==> src/rtl/mult_rr_arbiter.sv <==
// Round-robin front end for one shared W x W unsigned multiplier.
// One request is accepted at a time. Its operands are latched on the grant edge.
// The product is registered one cycle later and offered on a valid/ready
// response channel together with the owning requester's index.
module mult_rr_arbiter #(
    parameter int N   = 4,
    parameter int W   = 4,
    parameter int IDW = 2
) (
    input  logic               clk,
    input  logic               rst_n,
    input  logic [N-1:0]       req,
    input  logic [N*W-1:0]     a_in,
    input  logic [N*W-1:0]     b_in,
    output logic [N-1:0]       gnt,
    output logic               rsp_valid,
    input  logic               rsp_ready,
    output logic [IDW-1:0]     rsp_id,
    output logic [2*W-1:0]     rsp_product,
    output logic               busy
);

    typedef enum logic [1:0] {
        IDLE = 2'd0,
        MUL  = 2'd1,
        RESP = 2'd2
    } state_t;

    state_t         state_reg, state_next;
    logic [IDW-1:0] ptr_reg;
    logic [IDW-1:0] idx_reg;
    logic [IDW-1:0] rsp_id_reg;
    logic [W-1:0]   op_a_reg, op_b_reg;
    logic [2*W-1:0] product_reg;

    logic [IDW-1:0] win_idx;
    logic           any_req;
    logic           rsp_fire;
    int             best_i, best_dist, dist_i;

    logic [W-1:0]   a_arr [N];
    logic [W-1:0]   b_arr [N];

    // Unpack the flat operand buses into per-requester slices.
    generate
        for (genvar gi = 0; gi < N; gi++) begin : g_slice
            assign a_arr[gi] = a_in[gi*W +: W];
            assign b_arr[gi] = b_in[gi*W +: W];
        end
    endgenerate

    // Winner is the requester with the smallest circular distance above the pointer.
    always_comb begin
        best_i    = 0;
        best_dist = N;
        dist_i    = 0;
        for (int i = 0; i < N; i++) begin
            if (req[i]) begin
                dist_i = (i >= int'(ptr_reg)) ? (i - int'(ptr_reg))
                                              : (i + N - int'(ptr_reg));
                if (dist_i < best_dist) begin
                    best_dist = dist_i;
                    best_i    = i;
                end
            end
        end
        win_idx = IDW'(best_i);
        any_req = |req;
    end

    // One-hot grant, only while idle; forced low while reset is held.
    always_comb begin
        gnt = '0;
        if (rst_n && (state_reg == IDLE) && any_req) begin
            gnt[win_idx] = 1'b1;
        end
    end

    assign rsp_fire = (state_reg == RESP) && rsp_ready;

    // Next-state logic: grant -> multiply -> hold response until accepted.
    always_comb begin
        state_next = state_reg;
        case (state_reg)
            IDLE:    if (any_req)  state_next = MUL;
            MUL:                   state_next = RESP;
            RESP:    if (rsp_fire) state_next = IDLE;
            default:               state_next = IDLE;
        endcase
    end

    // State register.
    always_ff @(posedge clk or negedge rst_n) begin
        if (!rst_n) begin
            state_reg <= IDLE;
        end else begin
            state_reg <= state_next;
        end
    end

    // Operand capture, product register and the round-robin pointer.
    always_ff @(posedge clk or negedge rst_n) begin
        if (!rst_n) begin
            ptr_reg     <= '0;
            idx_reg     <= '0;
            rsp_id_reg  <= '0;
            op_a_reg    <= '0;
            op_b_reg    <= '0;
            product_reg <= '0;
        end else begin
            case (state_reg)
                IDLE: begin
                    if (any_req) begin
                        op_a_reg <= a_arr[win_idx];
                        op_b_reg <= b_arr[win_idx];
                        idx_reg  <= win_idx;
                    end
                end
                MUL: begin
                    // Both operands are widened first so the product keeps all 2W bits.
                    product_reg <= (2*W)'(op_a_reg) * (2*W)'(op_b_reg);
                    rsp_id_reg  <= idx_reg;
                end
                RESP: begin
                    // The pointer advances only when a response completes.
                    if (rsp_ready) begin
                        ptr_reg <= (idx_reg == IDW'(N-1)) ? '0 : idx_reg + IDW'(1);
                    end
                end
                default: ;
            endcase
        end
    end

    assign rsp_valid   = (state_reg == RESP);
    assign busy        = (state_reg != IDLE);
    assign rsp_id      = rsp_id_reg;
    assign rsp_product = product_reg;

endmodule

==> config.mk <==
export PLATFORM = sky130hd
export DESIGN_NAME = mult_rr_arbiter
export DESIGN_NICKNAME = d
export VERILOG_FILES = /design/src/rtl/mult_rr_arbiter.sv
export SDC_FILE = /design/constraint.sdc
export NUM_CORES = 1
export LEC_CHECK = 0
export ABC_AREA = 0
export CORE_ASPECT_RATIO = 0.5
export CORE_UTILIZATION = 43
export CTS_CLUSTER_DIAMETER = 30
export DETAILED_ROUTE_END_ITERATION = 6
export PLACE_DENSITY = 0.72
export SLEW_MARGIN = 25
export SYNTH_ARGS = -nofsm -noshare
export SYNTH_HDL_FRONTEND = slang
export SYNTH_SLANG_ARGS = --single-unit
export TNS_END_PERCENT = 10
==> constraint.sdc <==
create_clock -name clk -period 8.2 [get_ports clk]
set_input_delay 1.64 -clock clk [delete_from_list [all_inputs] [get_ports clk]]
set_output_delay 1.64 -clock clk [all_outputs]
set_load 0.01 [all_outputs]
# ---- Word level (Yosys, flattened, before mapping)
# Cells that the tools add are included.
dict set report classes {
  n_addsub 8
  multipliers 1
  n_lt_le_gt_ge 10
  eq_ne 5
  n_mux 28
  bitwise 1
  reduce_logical 10
}
# op n
set ops {}
lappend ops {{2-to-1 mux 32 bit} 9}
lappend ops {{< comparator 32 bit} 2}
lappend ops {{< comparator 3 x 32 -> 1 bit} 1}
lappend ops {{< comparator 32 x 4 -> 1 bit, second input constant} 1}
lappend ops {{2-to-1 mux 4 bit} 5}
lappend ops {{binary-select mux 4 bit (select 2 bit)} 2}
lappend ops {{2-to-1 mux 2 bit} 7}
lappend ops {{subtractor 3 x 2 -> 4 bit, first input constant} 3}
lappend ops {{multiplier 4 x 4 -> 8 bit} 1}
lappend ops {{case mux 2 bit (3 select lines)} 1}
lappend ops {{AND reduction 2 bit} 3}
lappend ops {{subtractor 1 x 2 -> 3 bit, first input constant} 2}
lappend ops {{subtractor 2 x 2 -> 3 bit, first input constant} 2}
lappend ops {{== test 2 bit, second input constant} 2}
lappend ops {{greater-or-equal comparator 1 x 2 -> 1 bit, first input constant} 2}
lappend ops {{logical AND 1 bit} 4}
lappend ops {{OR reduction 4 bit} 1}
lappend ops {{greater-or-equal comparator 3 bit, second input constant} 1}
lappend ops {{< comparator 2 x 3 -> 1 bit, second input constant} 1}
lappend ops {{2-to-1 mux 1 bit} 3}
lappend ops {{inverter 2 -> 3 bit} 1}
lappend ops {{adder 2 x 1 -> 2 bit, second input constant} 1}
lappend ops {{demux 1 bit (select 2 bit)} 1}
lappend ops {{== test 2 x 1 -> 1 bit, second input constant} 1}
lappend ops {{other kinds (6)} 6}
dict set report word_totals {
  reg_bits 24
  inputBits 39
  out_inout_bits 16
  word_cells 70
}

# ---- Longest topological paths before layout
dict set report logic_depth {
  depth_word 19
  depth_mapped 24
}

# ---- Worst setup path after synthesis
# Ideal clock, no wire load.
dict set report synth_path {
  kind {input to output}
  startpoint {input port req[0]}
  endpoint {output port gnt[2]}
  arrival_time_ns 5.336
  t_required_ns 6.560
  slack_ns 1.224
  stages 19
  path_cell_list {ha_1 -> inv_1 -> a31oi_1 -> o21ai_0 -> nand2_1 -> mux2i_1 -> ha_1 -> nor4_2 -> nand2_1 -> o21ai_0 -> clkbuf_1 -> nand2_1 -> o21a_1 -> ha_1 -> a21oi_1 -> or2_2 -> o41ai_4 -> buf_6 -> and3b_2}
}
dict set report synth_via {
  elab_chain_cells 15
}
# item line
set synth_lines {}
lappend synth_lines {{from (decl)} 12} ;# input logic [N-1:0] req,
lappend synth_lines {{2-to-1 mux 32 bit} 58} ;# if (req[i]) begin
lappend synth_lines {{< comparator 32 bit} 61} ;# if (dist_i < best_dist) begin
lappend synth_lines {{2-to-1 mux 32 bit} 61}
lappend synth_lines {{2-to-1 mux 32 bit} 58}
lappend synth_lines {{< comparator 32 bit} 61}
lappend synth_lines {{2-to-1 mux 32 bit} 61}
lappend synth_lines {{2-to-1 mux 32 bit} 58}
lappend synth_lines {{< comparator 3 x 32 -> 1 bit} 61}
lappend synth_lines {{2-to-1 mux 2 bit} 61}
lappend synth_lines {{2-to-1 mux 2 bit} 58}
lappend synth_lines {{< comparator 2 x 3 -> 1 bit (not written as such) / greater-or-equal comparator 2 x 1 -> 1 bit (equally long branches)} 75} ;# gnt[win_idx] = 1'b1;
lappend synth_lines {{logical AND 1 bit (not written as such)} 75}
lappend synth_lines {{2-to-1 mux 1 bit (not written as such)} 75}
lappend synth_lines {{demux 1 bit (select 2 bit)} 75}
lappend synth_lines {{2-to-1 mux 4 bit (*)} 74} ;# if (rst_n && (state_reg == IDLE) && any_req) begin
lappend synth_lines {{to (decl)} 15} ;# output logic [N-1:0] gnt,
# Mark *: on every way between the ends. The rest lies on a longest branch, timed or not.

# ---- Worst setup path in the final report
dict set report layout_path {
  startpoint {input port req[0]}
  endpoint {output port gnt[0]}
}
# The elaborated chain is that of the path after synthesis.

==> reports/metrics.yaml <==
p_comb_frac: 0.726
yosys_register_bits: 24
fillers: 406
die_h_um: 51.3
yosysSeqAreaShare: 0.287
seqPwrFrac: 0.204
busiest_layer: "met2"
placeableCoreArea_mm2: 0.00453
via_per_inst: 5.06
clock_power_share: 0.070
grt.met2_usage: 0.304
num_rows: 17
maxCapViolations: 0
route.detailed.drc: 0
io_pins: 55
syn-num-nets: 298
numClockSinks: 24
finalWorstSetupSlack_ns: 0.385
port_buffers: 54
num_vias: 1786
cp_max_fo: 8
avgRoutedWirePerCell_um: 13.0
place.gp.congestion: 0.920
clockRootBuffer: "clkbuf_8"
hold_start: "rsp_product[4]$_DFFE_PN0N_"
grt_use_total: 0.189
drt_pass1_iterations: 4
grt_start_max_net_pins: 26
vdd_drop_max_v: 0.000154
grt_use_met1: 0.263
yosysUniqueCellTypes: 42
min_period_ns: 7.82
avgSynthCellArea_um2: 9.01
crit_type: "in -> out"
fp.dieW_um: 101
period_share: 0.953
async_reset_ff_frac: 1.00
clock_latency_ns: 0.26
skew_ns: 0.00165
relSlewSlack: 0.597
ant_nets: 0
pre_cts_slack_ns: 0.191
antenna_found_initial: 0
switchingPower_w: 0.000517
status: "finished clean"
use_met3: 0.0301
drive_gt1_frac: 0.0906
clockBufferDepth: 2
r2r_start: "ptr_reg[1]$_DFFE_PN0P_"
place_hpwl_um: 3790
p_leak_nw: 1.29
diodes: 0
hold_path.class: "reg -> reg"
initial_core_util: 0.461
first_global_vias: 1636
dieArea_mm2: 0.00516
clk_pin_slew_worst_paths_ns: 0.08
powerDensity_mw_per_mm2: 413
largest_reg_flops: 8
syn2layout_area_growth_pct: 32.8
rsz0062_at_grt: "false"
overflow: 0
required_ns: 6.56
cts_hold_buf: 0
synth_edf_count: 0
yosys_warnings: 0
crit_start: "req[0]"
cts_made_buffers: 3
tightest_slew_ns: 0.604
setup_viol_count_final: 0
synthCells: 232
drt-initial-drc-count: 67
hold_violations: 0
fin_setup_tns_ns: 0
netlist_area_mm2: 0.00209
grt_pass1_wl_um: 7580
ys.flop_type: "dfrtp_1"
reg2reg_slack_ns: 3.19
p_int_w: 0.000629
p_sw_frac: 0.451
critical_path_arrival_ns: 6.18
drv_slew: 0
end_kind: "output port"
timing.fmax_ghz: 0.128
routed_wirelength_um: 4590
final_nets: 354
htreeDepth: 1
cp-start-kind: "primary input"
cts_tree: "yes"
## cells in the final DEF, fill, tap and decap left out, types with 3 or more instances in the layout
cell and instances:
clkdlybuf4s50_1 54, dfrtp_1 24, ha_1 23, and2_1 20, nand2_1 19, o21ai_0 17, inv_1 16, nor2_1 14
a31oi_1 10, mux2i_1 9, and3_1 8, a21boi_0 8, a21oi_1 6, mux2_2 6, buf_4 6, fa_1 4
clkbuf_8 4, nor4_1 3, nand2b_1 3
## worst paths after layout
kind	endpoint	depth (start not counted)
min in group asynchronous	rsp_product[6]$_DFFE_PN0N_	2
worst max-delay path	gnt[0]	19
max in group asynchronous	rsp_id[0]$_DFFE_PN0N_	2
worst min-delay path	rsp_product[4]$_DFFE_PN0N_	2
worst min register to register	rsp_product[4]$_DFFE_PN0N_	2
worst max register to register	op_a_reg[0]$_DFFE_PN0P_	22
## cells in the mapped netlist (3+ instances only)
library cell | number | area [um^2]
a21boi_0 | 8 | 60.1
a21oi_1 | 6 | 30.0
a31oi_1 | 10 | 62.6
and2_1 | 20 | 125
and3_1 | 8 | 50.1
clkbuf_1 | 8 | 30.0
dfrtp_1 | 24 | 601
fa_1 | 4 | 80.1
ha_1 | 23 | 288
inv_1 | 16 | 60.1
mux2_2 | 6 | 67.6
mux2i_1 | 9 | 90.1
nand2_1 | 19 | 71.3
nand2b_1 | 3 | 18.8
nor2_1 | 14 | 52.6
nor4_1 | 3 | 18.8
o21ai_0 | 18 | 90.1
## area by class of cell
cell class / count / area [um^2] / share of cell area
multi-input combinational: 183 / 1390 / 0.502
sequential: 24 / 601 / 0.216
timing repair buffer: 60 / 586 / 0.211
tap: 66 / 82.6 / 0.0297
inverter: 16 / 60.1 / 0.0216
clock buffer: 4 / 55.1 / 0.0198
## per-stage QoR
stage / cell area, um^2 / total power (W) / hold slack (ns) / utilization / std cells
final: 2780 / 0.00115 / 0.483 / 0.613 / 353
after global routing: 2780 / 0.00128 / 0.521 / 0.613 / 353
after CTS: 2770 / 0.00115 / 0.489 / 0.612 / 353
after detailed placement: 2720 / 0.00106 / 0.469 / 0.600 / 349
after global placement: 2720 / 0.00103 / 0.460 / 0.600 / 349
after floorplan: 2090 / 0.000834 / 0.477 / - / 232
## cells by family (layout without fill, tap and decap cells)
group,Yosys count,in the layout,share of synthesized area
buffers and inverters,25,80,0.0485
multiplexers,15,15,0.0754
XOR/XNOR,4,4,0.0168
adder cells (fa/ha/maj),27,27,0.176
AND/OR/NAND/NOR,81,81,0.215
AO/OA/AOI/OAI,56,56,0.181
flip-flops,24,24,0.287
## power by group through the flow
stage	combinational [W]	clock, W	sequential (W)
after floorplan	0.000600	0	0.000235
after global placement	0.000798	0	0.000236
after detailed placement	0.000826	0	0.000238
after CTS	0.000836	0.0000817	0.000236
after global routing	0.000945	0.0000877	0.000245
final	0.000832	0.0000797	0.000234
## critical path: stages
cell	delay [ns]
clkdlybuf4s50_1	0.55
ha_1	0.32
inv_1	0.07
a31oi_1	0.03
o21ai_0	0.24
nand2_1	0.16
mux2i_1	0.17
ha_1	0.22
nor4_2	0.38
nand2_1	0.16
o21ai_2	0.27
nand2_1	0.10
o21a_1	0.14
ha_1	0.29
a21oi_1	0.06
or2_2	0.31
o41ai_4	0.30
and3_2	0.24
clkdlybuf4s50_1	0.53
## repair_timing
item                                    CTS  global route
buffers inserted                          0             0
endpoints found under the setup margin    0             4
resized for setup                         0             2
## layer usage
| layer | vias up | wire [um] |
|---|---|---|
| met3 | 8 | 144 |
| li1 | 924 | - |
| met1 | 810 | 2340 |
| met2 | 44 | 2040 |
| met4 | 0 | 63 |
| met5 | - | 0 |
Note: power is estimated with default switching activity, not from simulation.
